File: src/rtl/dispense_change.sv
// Greedy coin-change dispenser: four 4-bit coin stocks (10/5/2/1), a Moore
// controller that offers one coin at a time to a hopper and waits for its ack.
module dispense_change (
    input  logic       clock,
    input  logic       reset,
    input  logic       load_en,
    input  logic [1:0] load_sel,
    input  logic [3:0] load_value,
    input  logic       start,
    input  logic [7:0] amount,
    input  logic       coin_ack,
    output logic       coin_valid,
    output logic [1:0] coin_sel,
    output logic       busy,
    output logic       done,
    output logic       short,
    output logic [7:0] remaining,
    output logic [5:0] coins_paid
);

    typedef enum logic [1:0] {
        IDLE   = 2'd0,
        SELECT = 2'd1,
        ISSUE  = 2'd2,
        DONE   = 2'd3
    } state_t;

    localparam logic [5:0] MAX_COINS = 6'd60;

    state_t          state_q, state_d;
    logic [3:0][3:0] stock_q, stock_d;
    logic [7:0]      remaining_q, remaining_d;
    logic [5:0]      coins_paid_q, coins_paid_d;
    logic            short_q, short_d;
    logic [1:0]      coin_sel_q, coin_sel_d;

    logic            pick_found;
    logic [1:0]      pick_sel;
    logic [7:0]      issue_value;

    function automatic logic [7:0] coin_value(input logic [1:0] sel);
        case (sel)
            2'd0:    coin_value = 8'd10;
            2'd1:    coin_value = 8'd5;
            2'd2:    coin_value = 8'd2;
            default: coin_value = 8'd1;
        endcase
    endfunction

    // State and datapath registers, synchronous reset has priority over everything
    always_ff @(posedge clock) begin
        if (reset) begin
            state_q      <= IDLE;
            stock_q      <= '0;
            remaining_q  <= '0;
            coins_paid_q <= '0;
            short_q      <= 1'b0;
            coin_sel_q   <= '0;
        end else begin
            state_q      <= state_d;
            stock_q      <= stock_d;
            remaining_q  <= remaining_d;
            coins_paid_q <= coins_paid_d;
            short_q      <= short_d;
            coin_sel_q   <= coin_sel_d;
        end
    end

    // Greedy choice: largest denomination not above the remainder with stock left
    always_comb begin
        pick_found = 1'b1;
        pick_sel   = '0;
        if (remaining_q >= 8'd10 && stock_q[0] != '0) begin
            pick_sel = 2'd0;
        end else if (remaining_q >= 8'd5 && stock_q[1] != '0) begin
            pick_sel = 2'd1;
        end else if (remaining_q >= 8'd2 && stock_q[2] != '0) begin
            pick_sel = 2'd2;
        end else if (remaining_q >= 8'd1 && stock_q[3] != '0) begin
            pick_sel = 2'd3;
        end else begin
            pick_found = 1'b0;
        end
    end

    // Next-state logic of the payout controller
    always_comb begin
        state_d = state_q;
        case (state_q)
            IDLE:    if (start) state_d = SELECT;
            SELECT: begin
                if (remaining_q == '0)  state_d = DONE;
                else if (pick_found)    state_d = ISSUE;
                else                    state_d = DONE;
            end
            ISSUE:   if (coin_ack) state_d = SELECT;
            default: state_d = IDLE;
        endcase
    end

    // Datapath updates: stock loads, payout setup, coin selection and acceptance
    always_comb begin
        stock_d      = stock_q;
        remaining_d  = remaining_q;
        coins_paid_d = coins_paid_q;
        short_d      = short_q;
        coin_sel_d   = coin_sel_q;
        issue_value  = coin_value(coin_sel_q);
        case (state_q)
            IDLE: begin
                // load lands on the same edge as start so SELECT sees it
                if (load_en) stock_d[load_sel] = load_value;
                if (start) begin
                    remaining_d  = amount;
                    coins_paid_d = '0;
                    short_d      = 1'b0;
                end
            end
            SELECT: begin
                if (remaining_q != '0) begin
                    if (pick_found) coin_sel_d = pick_sel;
                    else            short_d    = 1'b1;
                end
            end
            ISSUE: begin
                if (coin_ack) begin
                    if (remaining_q >= issue_value) remaining_d = remaining_q - issue_value;
                    else                            remaining_d = '0;
                    if (stock_q[coin_sel_q] != '0)
                        stock_d[coin_sel_q] = stock_q[coin_sel_q] - 4'd1;
                    if (coins_paid_q < MAX_COINS)
                        coins_paid_d = coins_paid_q + 6'd1;
                end
            end
            default: ;
        endcase
    end

    // Moore outputs decoded from the state register plus registered datapath
    always_comb begin
        coin_valid = (state_q == ISSUE);
        busy       = (state_q != IDLE);
        done       = (state_q == DONE);
        coin_sel   = coin_sel_q;
        short      = short_q;
        remaining  = remaining_q;
        coins_paid = coins_paid_q;
    end

endmodule

File: config.mk
export PLATFORM = sky130hd
export DESIGN_NAME = dispense_change
export DESIGN_NICKNAME = d
export VERILOG_FILES = /design/src/rtl/dispense_change.sv
export SDC_FILE = /design/constraint.sdc
export NUM_CORES = 1
export LEC_CHECK = 0
export CAP_MARGIN = 20
export CELL_PAD_IN_SITES_DETAIL_PLACEMENT = 0
export CELL_PAD_IN_SITES_GLOBAL_PLACEMENT = 1
export CORE_MARGIN = 4
export CORE_UTILIZATION = 39
export CTS_CLUSTER_SIZE = 28
export DETAILED_ROUTE_END_ITERATION = 8
export GPL_TIMING_DRIVEN = 0
export PLACE_DENSITY = 0.84
export SKIP_CTS_REPAIR_TIMING = 1
export SYNTH_ARGS = -nofsm -noshare
export SYNTH_HDL_FRONTEND = slang
export SYNTH_SLANG_ARGS = --single-unit
File: constraint.sdc
create_clock -name clock -period 3.1 [get_ports clock]
set_input_delay 0.465 -clock clock [delete_from_list [all_inputs] [get_ports clock]]
set_output_delay 0.465 -clock clock [all_outputs]
set_load 0.02 [all_outputs]
==> impl_summary.txt <==
----------------------------------------------------
[Status]
  Result of the run ... finished, final reports clean

[Worst setup path]
  Sort of element at the end of the critical path ... flip-flop
  Worst-path cell with the longest stage delay ... sky130_fd_sc_hd__o311ai_0
  Cell breakdown of the critical path ... clkbuf_1 > mux4_2 > inv_1 > ha_1 > nand2_1 > o311ai_0 > a2bb2oi_1 > nor2_1
  Category of the worst setup path launch point ... flip-flop
  Required time worst endpoint ... 3.26 ns
  Arrival @ worst endpoint ... slightly above 3 ns
  Max FO, Critical Path ... 10
  Minimum setup slack among reg-to-reg paths ... 0.17 ns
  Maximum cell stage delay along the critical path ... approximately 0.82 ns
  Start-to-end type of the worst setup path ... reg -> reg

[Clocking]
  Clock tree buffer depth ... 2
  Skew-Pair Late Insertion Delay ... 0.30 ns
  Number of H-tree branching levels ... 2
  TritonCTS buffer count ... 5
  Clock Root Buffer ... sky130_fd_sc_hd__clkbuf_8
  CTS tree ... built
  Clock-pin transition on the worst setup and hold timing paths ... 0.08 ns
  Sinks on Clock Net ... 35

[Logic synthesis]
  Synthesized area divided by synthesized cell count ... 8.523 sq um
  Library cell occupying the most area in the post-synthesis netlist ... sky130_fd_sc_hd__dfxtp_1
  Most frequently used cell type in the post-synthesis netlist ... sky130_fd_sc_hd__nor2_1
  Synth cell count leaders ... 39 x sky130_fd_sc_hd__nor2_1, 35 x sky130_fd_sc_hd__dfxtp_1, 14 x sky130_fd_sc_hd__nor3_1, 10 x sky130_fd_sc_hd__a22oi_1, 10 x sky130_fd_sc_hd__inv_1
  Post-Synthesis Cells ... 260
  Total of warnings raised by yosys ... 0
  Cells taking the most area after synthesis ... sky130_fd_sc_hd__dfxtp_1 32%, sky130_fd_sc_hd__nor2_1 6.6%, sky130_fd_sc_hd__mux4_2 4.1%
  Post-synth design cell area ... 0.002216 sq mm
  Count of flip-flops with a built-in enable after synthesis ... 0
  Fraction of the yosys area taken by sequential cells ... a little under a third
  Number of synthesized register bits ... 35
  Syn Nets ... approximately 290
  Commonest register cell after synthesis ... sky130_fd_sc_hd__dfxtp_1
  Yosys cell types ... 60
  Asr flop ratio synth ... 0%
  Share of the synthesized area in the top cell type ... 31.62%

[GRT]
  Overflow left after global routing ... 0
  Via count of the first global-routing pass ... 2,129
  Global-route total usage across every layer ... 19.37%
  Global-route wire length before repair ... 10,860 um
  Largest net degree at the start of global routing ... 13
  Number of antenna violations at the first check in global routing ... 0

[Floorplan]
  Die area ... 0.006951 sq mm
  Effective utilization at floorplan ... 40.24%
  Ports placed on the boundary ... 39
  Die extent in y ... 83.38 um
  Die outline width ... approximately 83 um
  Num rows ... 27
  Total core area ... roughly 0.0055 sq mm

[Timing]
  Sum of negative setup slack ... 0 ns
  Final number of hold-violating endpoints ... 0
  Slew Limit Fails ... 0
  Slew @ Worst Pin ... 0.9200 ns
  Worst slack on hold paths ... 0.5147 ns
  Max Clock Skew ... about 0.011 ns
  Final period util ... approximately 94%
  Slew HR ... 37.89%
  Minimum clock period after layout ... 2.925 ns
  Unrepaired setup endpoints after global routing ... false
  # setup viols final ... 0
  Upper clock frequency limit ... between 0.3 and 0.4 GHz

[Final layout]
  Final core utilization ... 50.69%
  Post-Layout Cell Count ... around 380
  Final net count ... 331
  P&R area growth vs syn ... 25.97%
  Diode insertion count for antenna repair ... 0
  Fraction of layout cells with a size suffix above 1 ... 10.78%

[Power]
  Maximum vdd ir drop ... approximately 220 uV
  Overall power of the completed layout ... 0.001456 W
  P_leak ... between 0.9 and 1 nW
  Power Dens Cells ... 521.7 mW/mm^2

[Routing]
  Number of violations reported at the end of detailed-routing iteration 0 ... roughly 180
  Drt drc ... 0
  Number of vias in the routed layout ... 2,187
  Average detailed-routed wire length per instance ... 17.18 um
  Remaining number of nets flagged by the antenna check after routing ... 0
  First-pass DRT Iterations ... 4
  Total wire length after detailed routing ... 6493 um
  Avg Vias per Cell ... 5.786

[Flow run]
  Total of max-cap violations ... 0

[Min path]
  Hold WC Path Type ... reg -> reg

[Place]
  Detailed placement HPWL ... 4869 um
  Port bufs ... 38
  Routability cong. ... 0.9011
  # placed instances ... 370

----------------------------------------------------
sequential cells by signal, summed over array words and instances, names as in the netlist:
register / count
coins_paid: 6
coin_sel: 2
short: 1
stock_q: 16
state_q: 2
remaining: 8
path summary, 6_finish.rpt:
| check | from | endpoint | depth (start not counted) |
|---|---|---|---|
| setup / recovery | coin_sel[1] | stock_q[0] | 8 |
| hold / removal | short | short | 2 |
| setup reg to reg | coin_sel[1] | stock_q[0] | 8 |
| hold reg to reg | short | short | 2 |
worst max-delay path: cells and delay by family, from the launching register on:
family	cells	cell delay (ns)
adders and majority gates	1	0.22
AOI/OAI and AO/OA	2	1.03
and+or+nand+nor	2	0.15
muxes	1	0.41
DFF	1	0.43
buffers and inverters	2	0.55
through the flow:
step,cell area [sq um],setup WS (ns)
2_1_floorplan,2216,0.3918
3_3_place_gp,2686,0.005832
3_5_place_dp,2686,0.03544
4_1_cts,2785,-0.03481
5_1_grt,2791,0.03965
6_report,2791,0.1746
report_power, final:
part           internal, W  leakage, nW  switching [W]
logic             0.000236        0.643       0.000321
registers         0.000489        0.286      0.0000475
clock network     0.000181       0.0474       0.000182
total             0.000906        0.976       0.000551
layer usage:
layer,track usage [%],part of all wire [%]
met5,0,0
met1,25.80,46
met4,6.686,1.7
met2,31.20,47
met3,3.770,5.6
final cells by class:
| cell class | instances | area, sq um |
|---|---|---|
| Sequential cell | 35 | 701.9 |
| Clock inverter | 2 | 16.27 |
| Clock buffer | 6 | 82.58 |
| Tap cell | 72 | 90.09 |
| Fill cell | 550 | 2715 |
| Buffer | 13 | 61.31 |
| Inverter | 11 | 41.29 |
| Multi-Input combinational cell | 201 | 1418 |
| Timing Repair Buffer | 38 | 380.4 |
kinds of logic after synthesis:
family / Yosys count / synth area share (%)
xor gates and xnor gates: 7 / 3.106
adders and majority gates: 7 / 4.291
buffers and inverters: 24 / 4.573
and+or+nand+nor: 102 / 23.60
DFF: 35 / 31.62
muxes: 8 / 5.929
AOI/OAI and AO/OA: 77 / 26.88
cells in the final DEF, fill, tap and decap left out, drive strengths merged, types with 2 or more instances in the layout:
master,n
a211oi,3
a21o,3
a21oi,7
a221oi,9
a22oi,10
a2bb2oi,2
a31oi,6
a32oi,2
and2,2
and3,3
buf,5
clkbuf,14
clkdlybuf4s50,38
dfxtp,35
ha,6
inv,11
mux2i,3
mux4,4
nand2,9
nand2b,6
nand3,7
nand4,3
nor2,39
nor2b,4
nor3,19
nor3b,2
nor4,5
o21a,3
o21ai,10
o2bb2ai,7
o31a,2
xnor2,5
xor2,2
(Power assumes the default switching activity.)
